## src/rtl/fdc_disk_responder.sv

```systemverilog
// Disk-side responder for the nec765 disk_sr/disk_cr link: decodes seek, read-ID, read and
// write requests and moves 512-byte sectors between a flat image memory and the FDC FIFOs.
module fdc_disk_responder #(
  parameter int          TRACKS    = 40,
  parameter int          SPT       = 9,
  parameter logic [7:0]  SECT_BASE = 8'hC1,
  parameter int          SIDES     = 1,
  parameter int          ADDR_W    = 20
) (
  input  logic              clk,
  input  logic              rst_n,
  input  logic [31:0]       disk_sr,
  output logic [31:0]       disk_cr,
  output logic [7:0]        disk_data_in,
  output logic              disk_data_clkin,
  input  logic [7:0]        disk_data_out,
  output logic              disk_data_clkout,
  input  logic [1:0]        img_present,
  input  logic [1:0]        img_wp,
  output logic [ADDR_W-1:0] mem_addr,
  output logic              mem_rd,
  output logic              mem_wr,
  output logic [7:0]        mem_wdata,
  input  logic [7:0]        mem_rdata,
  input  logic              mem_ready
);

  typedef enum logic [3:0] {
    S_IDLE, S_DECODE, S_SEEK, S_RID, S_RD_MEM, S_RD_PUSH, S_WR_POP, S_WR_MEM, S_DONE
  } state_t;

  typedef enum logic [1:0] {OP_SEEK, OP_RID, OP_READ, OP_WRITE} op_t;

  localparam logic [31:0] SECT_END = 32'(SECT_BASE) + 32'(SPT);
  localparam logic [7:0]  RID_LAST = 8'(32'(SECT_BASE) + 32'(SPT) - 32'd1);

  state_t            state;
  op_t               op;
  logic              drv;
  logic [6:0]        cyl_q;
  logic              req_err;
  logic [6:0]        track [2];
  logic [7:0]        rid_ctr [2];
  logic [8:0]        idx;
  logic [ADDR_W-1:0] base_q;
  logic [1:0]        seek_done;
  logic              err_q;
  logic              wp_q;
  logic              op_done;
  logic              cr_h;
  logic [6:0]        cr_c;
  logic [7:0]        cr_r;

  logic [6:0]        dec_c;
  logic              dec_h;
  logic [7:0]        dec_r;
  logic              geom_err;
  logic              sect_err;
  logic              dec_err;
  logic [31:0]       lba_c;
  logic [ADDR_W-1:0] base_c;
  logic [8:0]        idx_next;
  logic [ADDR_W-1:0] idx_ext;
  logic [ADDR_W-1:0] idx_next_ext;
  logic              unused_bits;

  assign dec_c = disk_sr[14:8];
  assign dec_h = disk_sr[15];
  assign dec_r = disk_sr[7:0];

  assign idx_next     = idx + 9'd1;
  assign idx_ext      = {{(ADDR_W-9){1'b0}}, idx};
  assign idx_next_ext = {{(ADDR_W-9){1'b0}}, idx_next};

  assign unused_bits = ^{disk_sr[31:26], disk_sr[19], track[0], track[1]};

  // Sector ID is only range-checked for data transfers; writes also honour write-protect.
  always_comb begin
    geom_err = !img_present[drv] || (32'(dec_c) >= TRACKS) || (32'(dec_h) >= SIDES);
    sect_err = (dec_r < SECT_BASE) || (32'(dec_r) >= SECT_END);
    dec_err  = geom_err;
    case (op)
      OP_SEEK:  dec_err = geom_err;
      OP_RID:   dec_err = geom_err;
      OP_READ:  dec_err = geom_err || sect_err;
      OP_WRITE: dec_err = geom_err || sect_err || img_wp[drv];
      default:  dec_err = geom_err;
    endcase
    lba_c  = ((32'(drv) * 32'(SIDES) + 32'(dec_h)) * 32'(TRACKS) + 32'(dec_c)) * 32'(SPT)
             + 32'(dec_r) - 32'(SECT_BASE);
    base_c = ADDR_W'(lba_c << 9);
  end

  assign disk_cr = {cr_r, 1'b0, cr_c, 7'b0, cr_h, 1'b0, img_present,
                    op_done, err_q, wp_q, seek_done};

  always_ff @(posedge clk or negedge rst_n) begin
    if (!rst_n) begin
      state            <= S_IDLE;
      op               <= OP_SEEK;
      drv              <= 1'b0;
      cyl_q            <= '0;
      req_err          <= 1'b0;
      track[0]         <= '0;
      track[1]         <= '0;
      rid_ctr[0]       <= SECT_BASE;
      rid_ctr[1]       <= SECT_BASE;
      idx              <= '0;
      base_q           <= '0;
      seek_done        <= '0;
      err_q            <= 1'b0;
      wp_q             <= 1'b0;
      op_done          <= 1'b0;
      cr_h             <= 1'b0;
      cr_c             <= '0;
      cr_r             <= '0;
      mem_addr         <= '0;
      mem_rd           <= 1'b0;
      mem_wr           <= 1'b0;
      mem_wdata        <= '0;
      disk_data_in     <= '0;
      disk_data_clkin  <= 1'b0;
      disk_data_clkout <= 1'b0;
    end else begin
      disk_data_clkin  <= 1'b0;
      disk_data_clkout <= 1'b0;
      case (state)
        // Priority: seek > readid > read > write, drive 0 before drive 1.
        S_IDLE: begin
          if (|disk_sr[25:17]) begin
            state <= S_DECODE;
            if (disk_sr[24] || disk_sr[25]) begin
              op  <= OP_SEEK;
              drv <= !disk_sr[24];
            end else if (disk_sr[22] || disk_sr[23]) begin
              op  <= OP_RID;
              drv <= !disk_sr[22];
            end else if (disk_sr[17] || disk_sr[18]) begin
              op  <= OP_READ;
              drv <= !disk_sr[17];
            end else if (disk_sr[20] || disk_sr[21]) begin
              op  <= OP_WRITE;
              drv <= !disk_sr[20];
            end else begin
              state <= S_IDLE;
            end
          end
        end
        S_DECODE: begin
          cyl_q   <= dec_c;
          req_err <= dec_err;
          wp_q    <= img_wp[drv];
          base_q  <= base_c;
          idx     <= '0;
          cr_h    <= dec_h;
          cr_c    <= dec_c;
          cr_r    <= dec_r;
          case (op)
            OP_SEEK: state <= S_SEEK;
            OP_RID:  state <= S_RID;
            OP_READ: begin
              if (dec_err) begin
                err_q   <= 1'b1;
                op_done <= 1'b1;
                state   <= S_DONE;
              end else begin
                mem_addr <= base_c;
                mem_rd   <= 1'b1;
                state    <= S_RD_MEM;
              end
            end
            OP_WRITE: begin
              if (dec_err) begin
                err_q   <= 1'b1;
                op_done <= 1'b1;
                state   <= S_DONE;
              end else begin
                disk_data_clkout <= 1'b1;
                state            <= S_WR_POP;
              end
            end
            default: state <= S_IDLE;
          endcase
        end
        S_SEEK: begin
          if (!req_err) track[drv] <= cyl_q;
          seek_done[drv] <= 1'b1;
          err_q          <= req_err;
          state          <= S_DONE;
        end
        S_RID: begin
          err_q   <= req_err;
          op_done <= 1'b1;
          if (!req_err) begin
            cr_r         <= rid_ctr[drv];
            rid_ctr[drv] <= (rid_ctr[drv] == RID_LAST) ? SECT_BASE : rid_ctr[drv] + 8'd1;
          end
          state <= S_DONE;
        end
        S_RD_MEM: begin
          if (mem_ready) begin
            mem_rd          <= 1'b0;
            disk_data_in    <= mem_rdata;
            disk_data_clkin <= 1'b1;
            state           <= S_RD_PUSH;
          end
        end
        S_RD_PUSH: begin
          if (idx == 9'd511) begin
            op_done <= 1'b1;
            err_q   <= 1'b0;
            state   <= S_DONE;
          end else begin
            idx      <= idx_next;
            mem_addr <= base_q + idx_next_ext;
            mem_rd   <= 1'b1;
            state    <= S_RD_MEM;
          end
        end
        // The pop strobe is high during this cycle, so the FIFO head is taken before it advances.
        S_WR_POP: begin
          mem_wdata <= disk_data_out;
          mem_addr  <= base_q + idx_ext;
          mem_wr    <= 1'b1;
          state     <= S_WR_MEM;
        end
        S_WR_MEM: begin
          if (mem_ready) begin
            mem_wr <= 1'b0;
            if (idx == 9'd511) begin
              op_done <= 1'b1;
              err_q   <= 1'b0;
              state   <= S_DONE;
            end else begin
              idx              <= idx_next;
              disk_data_clkout <= 1'b1;
              state            <= S_WR_POP;
            end
          end
        end
        S_DONE: begin
          if (disk_sr[16] && (disk_sr[25:17] == 9'd0)) begin
            op_done   <= 1'b0;
            err_q     <= 1'b0;
            seek_done <= '0;
            state     <= S_IDLE;
          end
        end
        default: state <= S_IDLE;
      endcase
    end
  end

endmodule

```

## config.mk

```make
export PLATFORM = sky130hd
export DESIGN_NAME = fdc_disk_responder
export DESIGN_NICKNAME = d
export VERILOG_FILES = /design/src/rtl/fdc_disk_responder.sv
export SDC_FILE = /design/constraint.sdc
export NUM_CORES = 1
export LEC_CHECK = 0
export CORE_ASPECT_RATIO = 1.1
export CORE_MARGIN = 2
export CORE_UTILIZATION = 36
export DETAILED_ROUTE_END_ITERATION = 16
export PLACE_DENSITY = 0.7
export SYNTH_ARGS = -nofsm -noshare
export SYNTH_HDL_FRONTEND = slang
export SYNTH_SLANG_ARGS = --single-unit
export TNS_END_PERCENT = 30
```

## constraint.sdc

```tcl
create_clock -name clk -period 5.55 [get_ports clk]
set_input_delay 0.555 -clock clk [delete_from_list [all_inputs] [get_ports clk]]
set_output_delay 0.555 -clock clk [all_outputs]
set_load 0.05 [all_outputs]
```

==> results of run 1 <==
## worst max-delay path by stage
stage	to	slack [ns]
6_report	mem_addr[19]	0.58
5_1_grt	mem_addr[19]	0.41
4_1_cts	mem_addr[19]	0.58
3_5_place_dp	mem_addr[19]	0.21
3_3_place_gp	mem_addr[19]	0.25
2_1_floorplan	mem_addr[19]	0.87
## synthesized netlist by cell type, types with 3 or more instances
cell	instances	area share
a21oi_1	31	0.025
xor2_1	9	0.013
clkbuf_1	17	0.010
a31oi_1	6	0.0061
and3_1	7	0.0071
nor2_1	43	0.026
ha_1	29	0.059
or4_1	4	0.0049
nor3_1	14	0.011
o211ai_1	3	0.0037
nor4_1	3	0.0030
buf_2	8	0.0065
o21ai_0	70	0.057
a21o_1	4	0.0049
mux2i_1	11	0.018
nand3_1	15	0.012
dfstp_2	6	0.026
fa_1	12	0.039
nor2b_1	7	0.0071
inv_1	49	0.030
xnor2_1	7	0.010
buf_4	16	0.020
mux2_2	21	0.038
dfrtp_1	99	0.40
a22oi_1	3	0.0037
o31ai_1	10	0.012
nand3b_1	4	0.0049
nand2_1	115	0.070
or3_1	5	0.0051
nand2b_1	7	0.0071
## through the flow
stage	cell area, um^2	total power [uW]
2_1_floorplan	6190	3130
3_3_place_gp	7360	3790
3_5_place_dp	7360	3830
4_1_cts	7660	4510
5_1_grt	7660	4850
6_report	7660	4460
## report_power, final
part / switching, uW / leakage (uW) / internal [uW]
clock: 294 / 0.000149 / 375
sequential: 157 / 0.00125 / 1000
combinational: 1650 / 0.00202 / 987
## cells by family after synthesis
family                     Yosys count
adders and majority gates           41
DFF                                105
AOI/OAI and AO/OA                  146
and+or+nand+nor                    238
xor gates and xnor gates            17
muxes                               33
buffers and inverters               92
other                                1
## flip-flops by register name, indices dropped and copies added, names as in the netlist
register / flops
base_q: 11
cr_c: 7
cr_h: 1
cr_r: 8
disk_data_clkin: 1
disk_data_clkout: 1
disk_data_in: 8
drv: 1
err_q: 1
idx: 9
mem_addr: 20
mem_rd: 1
mem_wdata: 8
mem_wr: 1
op: 2
op_done: 1
req_err: 1
rid_ctr: 16
seek_done: 2
state: 4
wp_q: 1
## final cells by class
class | instances | area [um^2] | area share
timing repair buffer | 117 | 1150 | 0.151
inverter | 49 | 184 | 0.0240
sequential | 105 | 2640 | 0.344
tap | 208 | 260 | 0.0340
clock buffer | 12 | 256 | 0.0335
multi-input combinational | 484 | 3120 | 0.408
clock inverter | 4 | 51.3 | 0.00669
## critical path: cells and delay by family
kind | cells | cell delay, ns
xor+xnor | 1 | 0.18
compound gates | 3 | 0.77
simple gates | 4 | 0.83
buf+inv | 3 | 0.55
fa+ha+maj | 6 | 2.32
## metal layers
layer,global-route usage,vias to the layer above,routed length (um),share of wire
li1,-,2463,-,-
met1,0.231,2280,6800,0.48
met2,0.260,118,6560,0.47
met3,0.0262,16,513,0.036
met4,0.0549,0,206,0.015
met5,0,-,0,0
==> results.md, run 1 <==
* Crit end category: flip-flop
* Main combinational cell family by area after synthesis: simple AND/OR/NAND/NOR gates
* Chip width at 129 um
* Initial antenna violation count at 0
* Pins Over Slew Limit at 0
* Critical path type: input pin to flip-flop
* Total GRT Usage at 0.165
* Remaining global-route overflow at 0
* Top-Level Pins at 127
* FFs w/ async S/R, synth at 1.00
* LEAKAGE at 0.00342 uW
* Number of synthesized flops with an enable pin at 0
* Placed instance count at 963
* Fill cells at 1673
* Reg2reg end: mem_addr[19]
* Final setup TNS at 0 ns
* Core Area at 16900 um^2
* Crit path from: disk_sr[15]
* Routed len/inst at 14.4 um
* Clk sinks at 105
* Final Non-Filler Cells at 979
* Ys flop type: dfrtp_1
* P&R area growth vs syn at 24.4%
* Global-route wire length before repair at 23.8 mm
* Final period utilization at 0.895
* Worst r2r path cells at 16
* Via density at 4.98
* Crit path cell chain: clkdlybuf4s50_1, ha_1, ha_1, and3_1, a311o_1, xor2_1, ha_1, fa_1, inv_1, fa_1, inv_1, ha_1, nand3_1, a21oi_1, o31a_1, and4bb_2, or3_1
* Rows at 50
* CP max FO at 4
* Mapped Area at 6160 um^2
* Max Buffers Root-to-Sink at 2
* CP max-delay cell: fa_1
* Largest net degree at the start of global routing at 61
* Die Y at 141 um
* Routed WL at 14.1 mm
* # port buffers at 111
* Vias at 4877
* Hold_ws at 0.269 ns
* Iter 0 DRT Violations at 404
* Average cell area after synthesis at 9.15 um^2
* Setup Skew at 0.00827 ns
* Final-report hold violation count at 0
* Vias in the first global route at 4710
* RSZ-0062 raised after global routing: false
* Fmax at 201 MHz
* Biggest cell delay along the critical path at 0.52 ns
* Outcome: finished clean
* Final WS setup at 0.582 ns
* Commonest non-fill, non-tap cells in the layout: 115 x nand2_1, 110 x clkdlybuf4s50_1, 99 x dfrtp_1
* Final ANT Viol Nets at 0
* Hold Crit Class: input pin to asynchronous set/reset pin
* Leading cell type in the layout, fill and taps excluded: nand2_1
* Core Util, Final at 0.454
* Ant diodes at 0
* Crit path top cell by count: ha_1
* Post-synthesis sequential area ratio at 0.428
* Syn. warnings at 0
* Drt pass-1 iters at 4
* Post-Place Setup Slack at 0.207 ns
* Placer Congestion at 0.847
* CTS tree: done
* Initial Util at 0.365
* Post-Synthesis Cells at 673
* MaxCap Viol Count at 0
* Final setup violation count at 0
* Synth Area in Simple Gates at 0.179
* P per Cell Area at 582 nW/um^2
* Clk_lat worst skew at 0.36 ns
* DR DRC count at 0
* # hold bufs at CTS at 0
* Period minus WS final at 4.97 ns
* Layout cells sized above 1 at 0.0791
* Die area at 18200 um^2
* CP Launch Type: input pin
* Worst-path clk slew at 0.07 ns
* Post-CTS setup buffers at 0
* CTS Buf Count at 9
* Cell variety after synth at 59
* Post-cts resize count at 0
* Number of H-tree levels at 3
* Post-synthesis compound-gate area fraction at 0.139
* Post-Synth Adder-Cell Area at 0.0979
* Max-slew headroom at 0.473
* Fin nets at 862
* Hpwl dp at 10.5 mm
* RR Startpoint: drv
* Slew at the pin with the worst max-slew slack at 0.790 ns
* Clk Tree Root Cell: clkbuf_16
* Synth Area in XOR/XNOR at 0.0254
* Crit path DAT at 5.20 ns
* Reg2reg setup slack at 0.90 ns
* Mux share of post-synthesis cell area at 0.0599
* VDD IR-drop max at 0.231 mV
* #FFs+latches synth at 105
* Worst path required time at 5.78 ns
(Power assumes the default switching activity.)
==> inputs of run 2 (changes only) <==
--- a/config.mk
+++ b/config.mk
@@ -5,11 +5,13 @@
 export SDC_FILE = /design/constraint.sdc
 export NUM_CORES = 1
 export LEC_CHECK = 0
+export CAP_MARGIN = 10
 export CORE_ASPECT_RATIO = 1.1
 export CORE_MARGIN = 2
 export CORE_UTILIZATION = 36
 export DETAILED_ROUTE_END_ITERATION = 16
 export PLACE_DENSITY = 0.7
+export REMOVE_ABC_BUFFERS = 1
 export SYNTH_ARGS = -nofsm -noshare
 export SYNTH_HDL_FRONTEND = slang
 export SYNTH_SLANG_ARGS = --single-unit
==> results.md, run 2 (synthesized netlist as in run 1, its figures left out) <==
* Outcome: finished clean
* Multi-input logic area at 3120 um^2 (unchanged)
* Period minus WS final at 5.02 ns (+0.0552 ns)
* Largest register FFs at 20 (unchanged)
* Hold_ws at 0.178 ns (-0.0912 ns)
* Placed cell areas at 7350 um^2 (-0.10%)
* Crit path from: disk_sr[15]
* P&R area growth vs syn at 24.3%
* Slew at the pin with the worst max-slew slack at 0.793 ns (+0.00260 ns)
* Iter 0 DRT Violations at 282 (-30%)
* Pins Over Slew Limit at 0 (unchanged)
* Total GRT Usage at 0.167 (+0.00255)
* Total power at 4450 uW (-0.37%)
* Placed instance count at 962 (-0.10%)
* Largest net degree at the start of global routing at 64 (+4.9%)
* Hold Crit Class: input pin to asynchronous set/reset pin
* Drt pass-1 iters at 5 (+1)
* Max-slew headroom at 0.469 (-0.00461)
* Remaining global-route overflow at 0 (unchanged)
* Chip width at 129 um (unchanged)
* Via density at 5.07 (+1.8%)
* Reg with most FFs: mem_addr
* CTS Buf Count at 9 (unchanged)
* Final setup TNS at 0 ns (unchanged)
* Top-Level Pins at 127 (unchanged)
* Initial Util at 0.365 (unchanged)
* Placer Congestion at 0.858 (+1.4%)
* Final-report hold violation count at 0 (unchanged)
* Critical path type: input pin to flip-flop
* Die area at 18200 um^2 (unchanged)
* CTS tree: done
* Crit end category: flip-flop
* Final setup violation count at 0 (unchanged)
* Routed len/inst at 14.7 um (+2.2%)
* Fmax at 199 MHz (-1.1%)
* Routed WL at 14.4 mm (+2.1%)
* LEAKAGE at 0.00342 uW (about the same)
* Leading cell type in the layout, fill and taps excluded: nand2_1
* Clk Tree Root Cell: clkbuf_16
* Vias at 4962 (+1.7%)
* VDD IR-drop max at 0.288 mV (+24%)
* Number of H-tree levels at 3 (unchanged)
* Layout cells sized above 1 at 0.0792 (+0.000103)
* Reg2reg setup slack at 0.88 ns (-0.02 ns)
* Post-CTS setup buffers at 0 (unchanged)
* Worst-path clk slew at 0.07 ns (about the same)
* Initial antenna violation count at 0 (unchanged)
* RSZ-0062 raised after global routing: false
* Max Buffers Root-to-Sink at 2 (unchanged)
* Fin nets at 861 (-0.12%)
* Clk sinks at 105 (unchanged)
* Crit path DAT at 5.26 ns (+0.06 ns)
* Final Non-Filler Cells at 978 (-0.10%)
* Worst path required time at 5.78 ns (about the same)
* Design area at 7650 um^2 (-0.13%)
* DR DRC count at 0 (unchanged)
* Global-route wire length before repair at 24.0 mm (+1.0%)
* MaxCap Viol Count at 0 (unchanged)
* Die Y at 141 um (unchanged)
* CP Launch Type: input pin
* Biggest regs: mem_addr (20), rid_ctr (16), base_q (11)
* RR Startpoint: drv
* Commonest non-fill, non-tap cells in the layout: 115 x nand2_1, 110 x clkdlybuf4s50_1, 99 x dfrtp_1
* # port buffers at 111 (unchanged)
* Hpwl dp at 10.8 mm (+2.9%)
* Clk_lat worst skew at 0.36 ns (about the same)
* Setup Skew at 0.00991 ns (+0.00164 ns)
* # hold bufs at CTS at 0 (unchanged)
* Final period utilization at 0.905 (+0.00994)
* CP max FO at 4 (unchanged)
* Fill cells at 1633 (-2.4%)
* Rows at 50 (unchanged)
* Sequential standard cell area at 2640 um^2 (unchanged)
* Ant diodes at 0 (unchanged)
* Final ANT Viol Nets at 0 (unchanged)
* Core Area at 16900 um^2 (unchanged)
* Vias in the first global route at 4854 (+3.1%)
* Post-cts resize count at 0 (unchanged)
* P per Cell Area at 581 nW/um^2 (-0.24%)
-- run 2: path summary, 6_finish.rpt --
path	end	depth (start not counted)
worst max-delay path	mem_addr[19]	17
worst min-delay path	cr_c[2]	1
worst max register to register	mem_addr[19]	16
worst min register to register	mem_addr[13]	2
max in group asynchronous	state[0]	2
min in group clk	mem_addr[13]	2
-- run 2: through the flow --
stage	worst slack [ns]	util
floorplan	0.591	-
global placement	0.176	0.435
detailed placement	0.167	0.435
CTS	0.545	0.453
global route	0.276	0.453
finish	0.527	0.453
-- run 2: metal layers --
layer | part of all wire | routed length (um) | up-vias | global-route usage
met2 | 0.47 | 6800 | 124 | 0.265
li1 | - | - | 2458 | -
met4 | 0.012 | 167 | 0 | 0.0463
met5 | 0 | 0 | - | 0
met1 | 0.46 | 6560 | 2368 | 0.224
met3 | 0.059 | 852 | 12 | 0.0474
-- run 2: worst max-delay path: stages --
cell and delay, ns:
clkdlybuf4s50_1 0.50, ha_1 0.36, ha_1 0.33, and3_1 0.16, a311o_1 0.37, xor2_1 0.21
ha_1 0.27, fa_1 0.48, inv_1 0.05, fa_1 0.52, inv_1 0.04, ha_1 0.34
nand3_1 0.10, a21oi_1 0.05, o31a_1 0.34, and4bb_2 0.24, or3_1 0.33
-- run 2: power breakdown --
part           switching (uW)  internal, uW  total, uW  leakage, uW
registers                 162          1000       1160      0.00125
logic                    1630           988       2620      0.00202
clock network             300           364        664     0.000153
-- run 2: cell type report --
cell class | count | area share
Clock inverter | 6 | 0.00866
Multi-Input combinational cell | 484 | 0.408
Sequential cell | 105 | 0.344
Clock buffer | 10 | 0.0312
Inverter | 49 | 0.0240
Tap cell | 208 | 0.0340
Timing Repair Buffer | 116 | 0.150
==> inputs of run 3 (changes only) <==
--- a/config.mk
+++ b/config.mk
@@ -12,6 +12,7 @@
 export DETAILED_ROUTE_END_ITERATION = 16
 export PLACE_DENSITY = 0.7
 export REMOVE_ABC_BUFFERS = 1
+export SLEW_MARGIN = 40
 export SYNTH_ARGS = -nofsm -noshare
 export SYNTH_HDL_FRONTEND = slang
 export SYNTH_SLANG_ARGS = --single-unit
==> constraint.sdc (replaced) <==
create_clock -name clk -period 5.55 [get_ports clk]
set_input_delay 1.665 -clock clk [delete_from_list [all_inputs] [get_ports clk]]
set_output_delay 1.665 -clock clk [all_outputs]
set_load 0.05 [all_outputs]
==> results.md, run 3 (synthesized netlist as in run 1, its figures left out) <==
* Global-route wire length before repair at 24.9 mm (+3.5%)
* CP Launch Type: input pin
* Critical path type: input pin to flip-flop
* CTS Buf Count at 9 (unchanged)
* Final setup violation count at 0 (unchanged)
* Vias at 5047 (+1.7%)
* Final-report hold violation count at 0 (unchanged)
* Worst path required time at 5.78 ns (about the same)
* DR DRC count at 0 (unchanged)
* Crit end category: flip-flop
* Die Y at 141 um (unchanged)
* Drt pass-1 iters at 4 (-1)
* Vias in the first global route at 5060 (+4.2%)
* Setup Skew at 0.0104 ns (+0.000458 ns)
* Iter 0 DRT Violations at 266 (-5.7%)
* Leading cell type in the layout, fill and taps excluded: nand2_1
* Routed WL at 14.9 mm (+3.8%)
* Post-Place Setup Slack at -0.785 ns (-0.952 ns)
* Biggest regs: mem_addr (20), rid_ctr (16), base_q (11)
* P&R area growth vs syn at 29.1%
* # port buffers at 111 (unchanged)
* Initial Util at 0.365 (unchanged)
* Placer Congestion at 0.842 (-1.9%)
* Final WS setup at 0.144 ns (-0.384 ns)
* Final period utilization at 0.974 (+0.0691)
* Commonest non-fill, non-tap cells in the layout: 115 x nand2_1, 108 x clkdlybuf4s50_1, 99 x dfrtp_1
* Clk Tree Root Cell: clkbuf_16
* Hold Crit Class: flip-flop to flip-flop
* MaxCap Viol Count at 0 (unchanged)
* Core Area at 16900 um^2 (unchanged)
* Hpwl dp at 10.9 mm (+1.1%)
* Pins Over Slew Limit at 0 (unchanged)
* Slew at the pin with the worst max-slew slack at 0.756 ns (-0.0373 ns)
* Max Buffers Root-to-Sink at 2 (unchanged)
* CTS tree: done
* Largest net degree at the start of global routing at 75 (+17%)
* Total power at 4930 uW (+11%)
* Fin nets at 888 (+3.1%)
* Max-slew headroom at 0.493 (+0.0250)
* Ant diodes at 0 (unchanged)
* Clk sinks at 105 (unchanged)
* Outcome: finished clean
* Final Non-Filler Cells at 1005 (+2.8%)
* Via density at 5.02 (-1.0%)
* LEAKAGE at 0.00356 uW (+4.1%)
* Rows at 50 (unchanged)
* Total GRT Usage at 0.172 (+0.00479)
* Top-Level Pins at 127 (unchanged)
* Number of H-tree levels at 3 (unchanged)
* Worst-path clk slew at 0.07 ns (about the same)
* Fmax at 185 MHz (-7.1%)
* Routed len/inst at 14.8 um (+1.0%)
* Period minus WS final at 5.41 ns (+0.384 ns)
* Crit path DAT at 5.64 ns (+0.38 ns)
* Clk_lat worst skew at 0.36 ns (about the same)
* Initial antenna violation count at 0 (unchanged)
* P per Cell Area at 621 nW/um^2 (+6.8%)
* Remaining global-route overflow at 0 (unchanged)
* CP max FO at 3 (-1)
* Largest register FFs at 20 (unchanged)
* Layout cells sized above 1 at 0.125 (+0.0462)
* RSZ-0062 raised after global routing: false
* Placed instance count at 987 (+2.6%)
* VDD IR-drop max at 0.296 mV (+2.8%)
* Chip width at 129 um (unchanged)
* Die area at 18200 um^2 (unchanged)
* Final ANT Viol Nets at 0 (unchanged)
* Reg with most FFs: mem_addr
-- run 3: where the power goes --
group	switching, uW	internal [uW]
combinational	1770	1320
clock	318	359
sequential	165	1000
-- run 3: cell type report --
| type | count | area [um^2] |
|---|---|---|
| inverter | 49 | 184 |
| multi-input combinational | 484 | 3210 |
| tap | 208 | 260 |
| sequential | 105 | 2640 |
| timing repair buffer | 143 | 1350 |
| fill | 1630 | 8940 |
| clock buffer | 9 | 225 |
| clock inverter | 7 | 88.8 |
-- run 3: path summary, 6_finish.rpt --
check | start | to | slack [ns] | cells past startpoint
worst min-delay path | mem_addr[9] | mem_addr[9] | 0.48 | 2
min in group asynchronous | rst_n | cr_r[6] | 1.32 | 1
worst min register to register | mem_addr[9] | mem_addr[9] | 0.48 | 2
worst max register to register | drv | mem_addr[19] | 1.06 | 17
max in group asynchronous | rst_n | mem_wdata[3] | 3.35 | 2
worst max-delay path | disk_sr[15] | mem_addr[19] | 0.14 | 17
-- run 3: repair_timing --
| item | 4_1_cts | 5_1_grt |
|---|---|---|
| pin swaps | 3 | 7 |
| hold buffers | 0 | 0 |
| buffers inserted | 2 | 0 |
| setup endpoints to repair | 9 | 7 |
| cloned | 0 | 0 |
| endpoints found under the hold margin | 0 | 0 |
| resized for setup | 5 | 12 |
-- run 3: per-layer routing --
layer	GRT usage	vias up	routed length [um]
met5	0	-	0
met4	0.0624	0	262
met3	0.0300	18	587
met2	0.277	103	7060
met1	0.233	2420	7010
li1	-	2506	-
-- run 3: stage by stage --
stage,TNS (ns),util,hold WS (ns),instance area [um^2]
2_1_floorplan,-0.320,-,0.445,5940
3_3_place_gp,-5.32,0.446,0.457,7540
3_5_place_dp,-5.48,0.446,0.462,7540
4_1_cts,0,0.467,0.482,7880
5_1_grt,0,0.471,0.500,7950
6_report,0,0.471,0.478,7950
-- run 3: worst max-delay path, cell delays in order --
cell and delay (ns):
buf_2 0.14, ha_4 0.22, ha_1 0.28, and3_1 0.15, a311o_1 0.34, xor2_1 0.18
ha_1 0.32, fa_1 0.48, inv_1 0.05, fa_1 0.49, inv_2 0.05, ha_4 0.24
nand3_1 0.09, nand2_1 0.08, o31a_1 0.31, and4bb_2 0.23, or3_1 0.34
